File: src/rtl/mem_arbiter.sv
// Two-port arbiter sharing one asynchronous-read distributed memory between an
// instruction-fetch port and a read/write data port, one access per three cycles.
module mem_arbiter #(
  parameter int ADDR_W = 11,
  parameter int DATA_W = 16
) (
  input  logic              clk,
  input  logic              reset,
  input  logic              if_req,
  input  logic [ADDR_W-1:0] if_addr,
  output logic              if_ack,
  output logic [DATA_W-1:0] if_rdata,
  input  logic              dm_req,
  input  logic              dm_we,
  input  logic [ADDR_W-1:0] dm_addr,
  input  logic [DATA_W-1:0] dm_wdata,
  output logic              dm_ack,
  output logic [DATA_W-1:0] dm_rdata,
  output logic [ADDR_W-1:0] mem_a,
  output logic [DATA_W-1:0] mem_d,
  output logic              mem_we,
  input  logic [DATA_W-1:0] mem_spo,
  output logic              busy
);

  typedef enum logic [1:0] {
    IDLE   = 2'd0,
    ACCESS = 2'd1,
    ACK    = 2'd2
  } state_t;

  // Requester identity: 0 = instruction fetch, 1 = data port.
  localparam logic OWNER_IF = 1'b0;
  localparam logic OWNER_DM = 1'b1;

  state_t              state_q, state_d;
  logic                owner_q, owner_d;
  logic                last_grant_q, last_grant_d;
  logic [ADDR_W-1:0]   addr_q, addr_d;
  logic [DATA_W-1:0]   wdata_q, wdata_d;
  logic                we_q, we_d;
  logic [DATA_W-1:0]   if_rdata_q, if_rdata_d;
  logic [DATA_W-1:0]   dm_rdata_q, dm_rdata_d;
  logic                grant_dm;

  // Data port wins when it is the only requester, or on a tie when fetch was served last.
  assign grant_dm = dm_req && (!if_req || (last_grant_q == OWNER_IF));

  always_comb begin
    state_d      = state_q;
    owner_d      = owner_q;
    last_grant_d = last_grant_q;
    addr_d       = addr_q;
    wdata_d      = wdata_q;
    we_d         = we_q;
    if_rdata_d   = if_rdata_q;
    dm_rdata_d   = dm_rdata_q;

    case (state_q)
      IDLE: begin
        if (if_req || dm_req) begin
          state_d      = ACCESS;
          owner_d      = grant_dm ? OWNER_DM : OWNER_IF;
          last_grant_d = grant_dm ? OWNER_DM : OWNER_IF;
          addr_d       = grant_dm ? dm_addr : if_addr;
          wdata_d      = grant_dm ? dm_wdata : '0;
          we_d         = grant_dm && dm_we;
        end
      end
      ACCESS: begin
        state_d = ACK;
        if (!we_q) begin
          if (owner_q == OWNER_DM) begin
            dm_rdata_d = mem_spo;
          end else begin
            if_rdata_d = mem_spo;
          end
        end
      end
      ACK: begin
        state_d = IDLE;
      end
      default: begin
        state_d = IDLE;
      end
    endcase
  end

  always_ff @(posedge clk) begin
    if (reset) begin
      state_q      <= IDLE;
      owner_q      <= OWNER_IF;
      last_grant_q <= OWNER_DM;
      addr_q       <= '0;
      wdata_q      <= '0;
      we_q         <= 1'b0;
      if_rdata_q   <= '0;
      dm_rdata_q   <= '0;
    end else begin
      state_q      <= state_d;
      owner_q      <= owner_d;
      last_grant_q <= last_grant_d;
      addr_q       <= addr_d;
      wdata_q      <= wdata_d;
      we_q         <= we_d;
      if_rdata_q   <= if_rdata_d;
      dm_rdata_q   <= dm_rdata_d;
    end
  end

  // Memory port is only driven during ACCESS; reset gates the write strobe immediately.
  assign mem_a    = (state_q == ACCESS) ? addr_q  : '0;
  assign mem_d    = (state_q == ACCESS) ? wdata_q : '0;
  assign mem_we   = (state_q == ACCESS) && we_q && !reset;

  assign if_ack   = (state_q == ACK) && (owner_q == OWNER_IF);
  assign dm_ack   = (state_q == ACK) && (owner_q == OWNER_DM);
  assign if_rdata = if_rdata_q;
  assign dm_rdata = dm_rdata_q;
  assign busy     = (state_q != IDLE);

endmodule

File: config.mk
export PLATFORM = sky130hd
export DESIGN_NAME = mem_arbiter
export DESIGN_NICKNAME = d
export VERILOG_FILES = /design/src/rtl/mem_arbiter.sv
export SDC_FILE = /design/constraint.sdc
export NUM_CORES = 1
export LEC_CHECK = 0
export CORE_UTILIZATION = 40
export CTS_CLUSTER_DIAMETER = 80
export DETAILED_ROUTE_END_ITERATION = 12
export PLACE_DENSITY = 0.79
export SYNTH_ARGS = -nofsm -noshare
export SYNTH_HDL_FRONTEND = slang
export SYNTH_SLANG_ARGS = --single-unit
export TNS_END_PERCENT = 1
File: constraint.sdc
create_clock -name clk -period 2 [get_ports clk]
set_input_delay 0.6 -clock clk [delete_from_list [all_inputs] [get_ports clk]]
set_output_delay 0.6 -clock clk [all_outputs]
set_load 0.005 [all_outputs]
== Yosys cells after proc, flatten, opt, wreduce, memory -nomap -nowiden ==
Cells that the tools add are included.

* Latch bits: 0
* RAM bits: 0
* Input bits: 59
* Memories: 0
* Word-level logic and storage cells: 36
* Register bits: 64
* Bits in read-only memories: 0

* Div/mod/pow operators: 0
* Bitwise logic cells: 3
* Muxes and demuxes: 7
* Shifts and indexed selects: 0
* Order comparisons: 0
* Reduce and logical (&&, ||, !) cells: 15
* Multipliers: 0
* Equal/unequal tests: 3
* Add/subtract/negate cells: 0

{| class="wikitable"
|+ Operators with widths
! kind !! count
|-
| 16-bit two-way mux || 2
|-
| 11-bit two-way mux || 2
|-
| 1-bit logical AND || 6
|-
| 3-bit AND reduction || 2
|-
| 2-bit case mux with 2 select lines || 1
|-
| 1-bit NOT || 3
|-
| 2-bit by 1-bit equality test with 1-bit output (second input constant) || 1
|-
| 2-bit equality test (second input constant) || 1
|-
| 1-bit zero test || 2
|-
| 2-bit zero test || 1
|-
| 1-bit logical OR || 2
|-
| 2-bit two-way mux || 1
|-
| 2-bit inequality test (second input constant) || 1
|-
| 2-bit AND reduction || 1
|-
| 2-bit nonzero test || 1
|-
| 1-bit two-way mux || 1
|}

== Depth between registers and ports, before layout ==
Gate-level depths: netlist of the first run.

* Depth in word-level cells: 4
* Depth in mapped cells: 5
* Mapped depth without buffers: 4

== Worst setup path before layout of the first run ==
OpenSTA, ideal clock, no wires.

* Path kind: register to output
* Start: reg state_q[0]
* End: out mem_a[5]
* Cell stages (with the launch flop): 5
* Buffers on the path: 2
* Slack: 288 ps
* Data arrival time: 1112 ps
* Path through: dfxtp_1 > nor2b_1 > clkbuf_1 > clkbuf_1 > and2_1

* Cells in the longest elaborated chain, start to end: 2

{| class="wikitable"
|+ Ends and longest elaborated chain
! what !! RTL line !! source
|-
| start, declared || 36 || <nowiki>state_t state_q, state_d;</nowiki>
|-
| start signal, assigned || 100 || <nowiki>state_q <= state_d;</nowiki>
|-
| 2-bit by 1-bit equality test with 1-bit output || 112 || <nowiki>assign mem_a = (state_q == ACCESS) ? addr_q : '0;</nowiki>
|-
| 11-bit two-way mux || 112 ||
|-
| end, declared || 19 || <nowiki>output logic [ADDR_W-1:0] mem_a,</nowiki>
|}

No other way between the ends.

== Worst setup path in the final report of the first run ==
* Start: reg state_q[0]
* End: out mem_a[2]

The elaborated chain is that of the path after synthesis.

==> flow_summary.yaml, run 1 <==
run_status:
  status: "finished, violations left"
  violations: "setup timing"
place:
  dp_cells: 484
  dpl.hpwl_um: 4900
  port-buffer-count: 121
  post_dp_cell_area_um2: 3850
  gp_congestion: 0.718
global_route:
  track_usage_pct: 22.7
  grt_pass1_wl_um: 11500
  grt_overflow_total: 0
  first_global_vias: 2510
  antenna_found_initial: 0
  met1_usage_pct: 29.1
  grt_util_met2_pct: 36.6
  grt_max_degree: 49
  grt.busiest_layer: "met2"
  grt_util_met3_pct: 4.33
synth:
  synth_ff_type: "dfxtp_1"
  ys_ff_latch: 64
  ys_types: 29
  synth_top_area_share_pct: 50.4
  synth_area_leaders: "dfxtp_1 50%, nand2_1 13%, a21oi_1 9.1%, and2_1 6.9%, a22o_1 5.9%"
  synthCells: 297
  seq_area_frac_synth_pct: 50.4
  synthesis.nets: 356
  async_flop_share_pct: 0
  yosys.area.top_type: "dfxtp_1"
  syn_avg_cell_area_um2: 8.56
  synth_edf_count: 0
  syn-cell-area_um2: 2540
  ys_warn_count: 0
layout:
  nets: 495
  final_util_pct: 69.1
  area_delta_synth_final_pct: 63.7
  layout.cells.most_common: "clkdlybuf4s50_1"
  drive_gt1_share_pct: 18.8
  design_area_um2: 4160
  fill_cells: 460
  final_cells: 516
  antennaDiodeCount: 0
  layout_common_cells: "89 x clkdlybuf4s50_1, 87 x nand2_1, 61 x dfxtp_1, 46 x a21oi_1, 25 x and2_1"
worst_setup_path:
  cp_slowest_cell: "dfxtp_2"
  worst_ep_arrival_time_ns: 1.54
  crit_required_ns: 1.40
  start_kind: "flop"
  cp_cell_sequence: "nor2b_4 > buf_4 > buf_6 > buf_4 > and2_1 > clkdlybuf4s15_1"
  worst-path-max-fanout: 5
  path_common_cell: "buf_4"
  end_kind: "output port"
  critPathKind: "flop to output port"
  worstRegToRegCells: 5
  max_stage_delay_ns: 0.33
floorplanning:
  die_area_um2: 6680
  die_x_um: 81.7
  placementRows: 28
  io_pins: 122
  die_h_um: 81.7
  initial_core_util_pct: 42.2
  core_um2: 6030
drt:
  drc_errors: 0
  wirelength_um: 7570
  dr.pass1.iters: 4
  vias_per_cell: 5.05
  vias: 2604
  drt_iter0_drc: 144
  ant_nets: 0
  wl_per_cell_um: 14.7
clock_tree:
  h-tree-depth: 3
  cts.clk_slew.worst_paths_ns: 0.07
  clk_latency_ns: 0.33
  clk_path_buf_depth: 2
  cts_num_sinks: 64
  cts_inserted_buffers: 9
  cts-root-buf: "clkbuf_8"
  cts_tree: "done"
power_and_ir_drop:
  p_leak_uw: 0.00172
  p_per_area_nw_per_um2: 739
  finalPower_uw: 3080
  vdd.ir_drop.worst_mv: 0.458
timing:
  min_period_ns: 2.14
  tightest_slew_ns: 0.727
  rsz0062_at_grt: "yes"
  timing.fmax_mhz: 468
  slew_violations: 0
  finalSetupViolations: 16
  final.period_utilization_pct: 107
  hold_viol_final: 0
  fin_skew_ns: 0.00496
  relSlewSlack_pct: 51.4
  setup_ws_ns: -0.138
worst_hold_path:
  hold_depth: 2
  min_path_type: "flop to flop"
job:
  maxCapViolations: 0
-- cell usage after synthesis, types with 2 or more instances --
cell / n
a311oi_1: 11
buf_4: 2
and3_1: 2
a22o_1: 17
buf_6: 2
nor2_1: 2
and2_1: 28
clkbuf_2: 2
nand2_1: 87
buf_2: 7
dfxtp_1: 64
clkbuf_1: 10
nor2b_1: 2
a21oi_1: 46
-- what timing repair did --
action	CTS	global route
setup endpoints to repair	31	31
hold buffers	0	0
resized for setup	94	28
hold endpoints to repair	0	0
gates cloned	3	0
setup buffers	10	3
pin swaps	3	1
-- layer usage --
layer,vias to the layer above,wire length (µm)
li1,1293,-
met1,1210,3310
met4,0,189
met5,-,0
met2,83,3730
met3,18,340
-- stage by stage --
stage          hold WS [ns]  TNS [ns]  setup WS (ns)
3_5_place_dp          0.446     -3.08         -0.169
4_1_cts               0.456     -1.82         -0.242
6_report              0.456    -0.976         -0.138
3_3_place_gp          0.443     -1.45        -0.0717
2_1_floorplan         0.434         0          0.288
5_1_grt               0.463     -2.21         -0.196
-- kinds of logic after synthesis --
group | synth area share, %
and+or+nand+nor | 24.5
AOI/OAI and AO/OA | 20.2
DFF | 50.4
buffers and inverters | 4.87
-- where the power goes --
group | internal (µW) | switching [µW] | leakage (µW) | total [µW]
logic | 328 | 233 | 0.00109 | 561
clock network | 639 | 481 | 0.000101 | 1120
registers | 1350 | 45.1 | 0.000524 | 1400
total | 2320 | 759 | 0.00172 | 3080
-- worst max-delay path, delay by kind of cell (launching register included) --
kind / cells / cell delay, ns
flops: 1 / 0.33
buf+inv: 4 / 0.55
simple gates: 2 / 0.33
-- path summary, 6_finish.rpt --
check                                               from                        to  slack (ns)
worst min-delay path            dm_rdata[6]$_SDFFE_PP0P_  dm_rdata[6]$_SDFFE_PP0P_        0.46
worst min register to register  dm_rdata[6]$_SDFFE_PP0P_  dm_rdata[6]$_SDFFE_PP0P_        0.46
worst max register to register   state_q[1]$_SDFFE_PP0P_   wdata_q[6]$_SDFFE_PP0P_        0.26
worst max-delay path             state_q[0]$_SDFFE_PP0P_                  mem_a[2]       -0.14
-- state kept, by name, indices dropped and copies added (netlist names) --
| signal | cells |
|---|---|
| owner_q | 1 |
| dm_rdata | 16 |
| if_rdata | 16 |
| we_q | 1 |
| wdata_q | 16 |
| last_grant_q | 1 |
| addr_q | 11 |
| state_q | 2 |
-- cell type report --
| class | count | area, µm² | share of cell area (%) |
|---|---|---|---|
| tap | 75 | 93.8 | 2.25 |
| clock buffer | 11 | 151 | 3.64 |
| sequential | 64 | 1280 | 30.9 |
| inverter | 1 | 3.75 | 0.0902 |
| timing repair buffer | 151 | 1410 | 33.8 |
| multi-input combinational | 209 | 1170 | 28.0 |
| clock inverter | 5 | 55.1 | 1.32 |
(Power assumes the default switching activity.)
==> inputs of run 2 (changes only) <==
Settings changed: MAX_ROUTING_LAYER set to met4, REMOVE_ABC_BUFFERS set to 1.
==> flow_summary.yaml, run 2 (same netlist as run 1, synthesis figures left out) <==
floorplanning:
  die_area_um2: 6680
  die_h_um: 81.7
  die_x_um: 81.7
  core_um2: 6030
  io_pins: 122
  placementRows: 28
  initial_core_util_pct: 42.2
global_route:
  met1_usage_pct: 27.3
  grt_util_met3_pct: 4.89
  grt.busiest_layer: "met2"
  grt_util_met2_pct: 34.5
  antenna_found_initial: 0
  grt_max_degree: 49
  first_global_vias: 2303
  grt_pass1_wl_um: 10900
  grt_overflow_total: 0
  track_usage_pct: 21.9
drt:
  wirelength_um: 6930
  dr.pass1.iters: 4
  wl_per_cell_um: 13.8
  drt_iter0_drc: 68
  vias_per_cell: 5.02
  drc_errors: 0
  ant_nets: 0
  vias: 2530
timing:
  slew_violations: 0
  fin_skew_ns: 0.00868
  timing.fmax_mhz: 500
  setup_ws_ns: -0.00151
  setup_tns_ns: -0.00160
  final.period_utilization_pct: 100
  tightest_slew_ns: 0.700
  min_period_ns: 2.00
  finalSetupViolations: 2
  relSlewSlack_pct: 53.2
  hold_viol_final: 0
  rsz0062_at_grt: "yes"
clock_tree:
  clk_path_buf_depth: 2
  cts_num_sinks: 64
  h-tree-depth: 3
  cts-root-buf: "clkbuf_8"
  cts_inserted_buffers: 9
  cts_tree: "done"
  cts.clk_slew.worst_paths_ns: 0.07
  clk_latency_ns: 0.33
power_and_ir_drop:
  p_leak_uw: 0.00160
  vdd.ir_drop.worst_mv: 0.380
  p_per_area_nw_per_um2: 737
worst_setup_path:
  worst-path-max-fanout: 9
  worst_ep_arrival_time_ns: 1.40
  start_kind: "flop"
  cp_slowest_cell: "dfxtp_2"
  end_kind: "output port"
  max_stage_delay_ns: 0.33
  crit_required_ns: 1.40
  path_buf_inv: 3
  path_delay_family: "buffers and inverters"
  cp_cell_sequence: "nor2b_4 > buf_12 > buf_8 > and2_1 > clkdlybuf4s15_2"
  critPathKind: "flop to output port"
place:
  dp_cells: 484
  port-buffer-count: 121
  place_ws_ns: -0.129
  gp_congestion: 0.699
  dpl.hpwl_um: 4600
  post_dp_cell_area_um2: 3860
layout:
  fill_cells: 505
  area_delta_synth_final_pct: 58.3
  layout.cells.most_common: "clkdlybuf4s50_1"
  layout_common_cells: "89 x clkdlybuf4s50_1, 87 x nand2_1, 61 x dfxtp_1, 46 x a21oi_1, 24 x and2_1"
  design_area_um2: 4030
  drive_gt1_share_pct: 17.5
  antennaDiodeCount: 0
  nets: 483
  final_util_pct: 66.8
  final_cells: 504
job:
  maxCapViolations: 0
run_status:
  violations: "setup timing"
  status: "finished, violations left"
worst_hold_path:
  min_path_type: "flop to flop"
## run 2: cell count changes in the layout (fill, tap and decap cells not counted), moves of 3 or more
| cell | before | now |
|---|---|---|
| clkbuf_1 | 0 | 3 |
| buf_4 | 14 | 10 |
| buf_6 | 18 | 5 |
| clkbuf_2 | 8 | 23 |
| buf_2 | 12 | 2 |
## run 2: path summary, 6_finish.rpt
kind / from / to / slack [ns] / depth (start not counted)
hold / removal: if_rdata[13]$_SDFFE_PP0P_ / if_rdata[13]$_SDFFE_PP0P_ / 0.46 / 2
hold reg to reg: if_rdata[13]$_SDFFE_PP0P_ / if_rdata[13]$_SDFFE_PP0P_ / 0.46 / 2
setup reg to reg: state_q[1]$_SDFFE_PP0P_ / if_rdata[2]$_SDFFE_PP0P_ / 0.31 / 4
setup / recovery: state_q[0]$_SDFFE_PP0P_ / mem_a[2] / -0.002 / 5
## run 2: worst reg2reg max path: stages (launching register included)
cell and delay, ns:
dfxtp_2 0.33, buf_4 0.16, or4b_1 0.78, nand2_1 0.19, a21oi_1 0.09
## run 2: layout make-up
type / instances / area [µm²] / area share (%)
Clock buffer: 12 / 135 / 3.36
Timing Repair Buffer: 139 / 1300 / 32.3
Multi-Input combinational cell: 209 / 1160 / 28.9
Tap cell: 75 / 93.8 / 2.33
Inverter: 1 / 3.75 / 0.0933
Sequential cell: 64 / 1280 / 31.9
Clock inverter: 4 / 45.0 / 1.12
## run 2: routing by layer
metal / vias to the layer above / share of wire (%) / routed length [µm]
met5: - / 0 / 0
met4: 0 / 0.98 / 68
met2: 93 / 48 / 3300
met3: 7 / 6.9 / 480
li1: 1258 / - / -
met1: 1172 / 44 / 3080
## run 2: timing repair
item / in CTS / in global routing
gates resized for setup: 75 / 31
hold buffers: 0 / 0
setup buffers: 3 / 0
gates cloned: 1 / 0
pin swaps: 0 / 2
endpoints found under the setup margin: 31 / 27
hold endpoints to repair: 0 / 0
## run 2: power by group
group	total (µW)	switching, µW	internal [µW]
clock network	1050	474	571
logic	526	221	305
registers	1400	43.7	1350
## run 2: stage by stage
step	hold WS [ns]	power [µW]
after floorplan	0.434	1600
after global placement	0.441	1910
after detailed placement	0.446	1920
after CTS	0.455	2980
after global routing	0.457	3100
final	0.455	2970
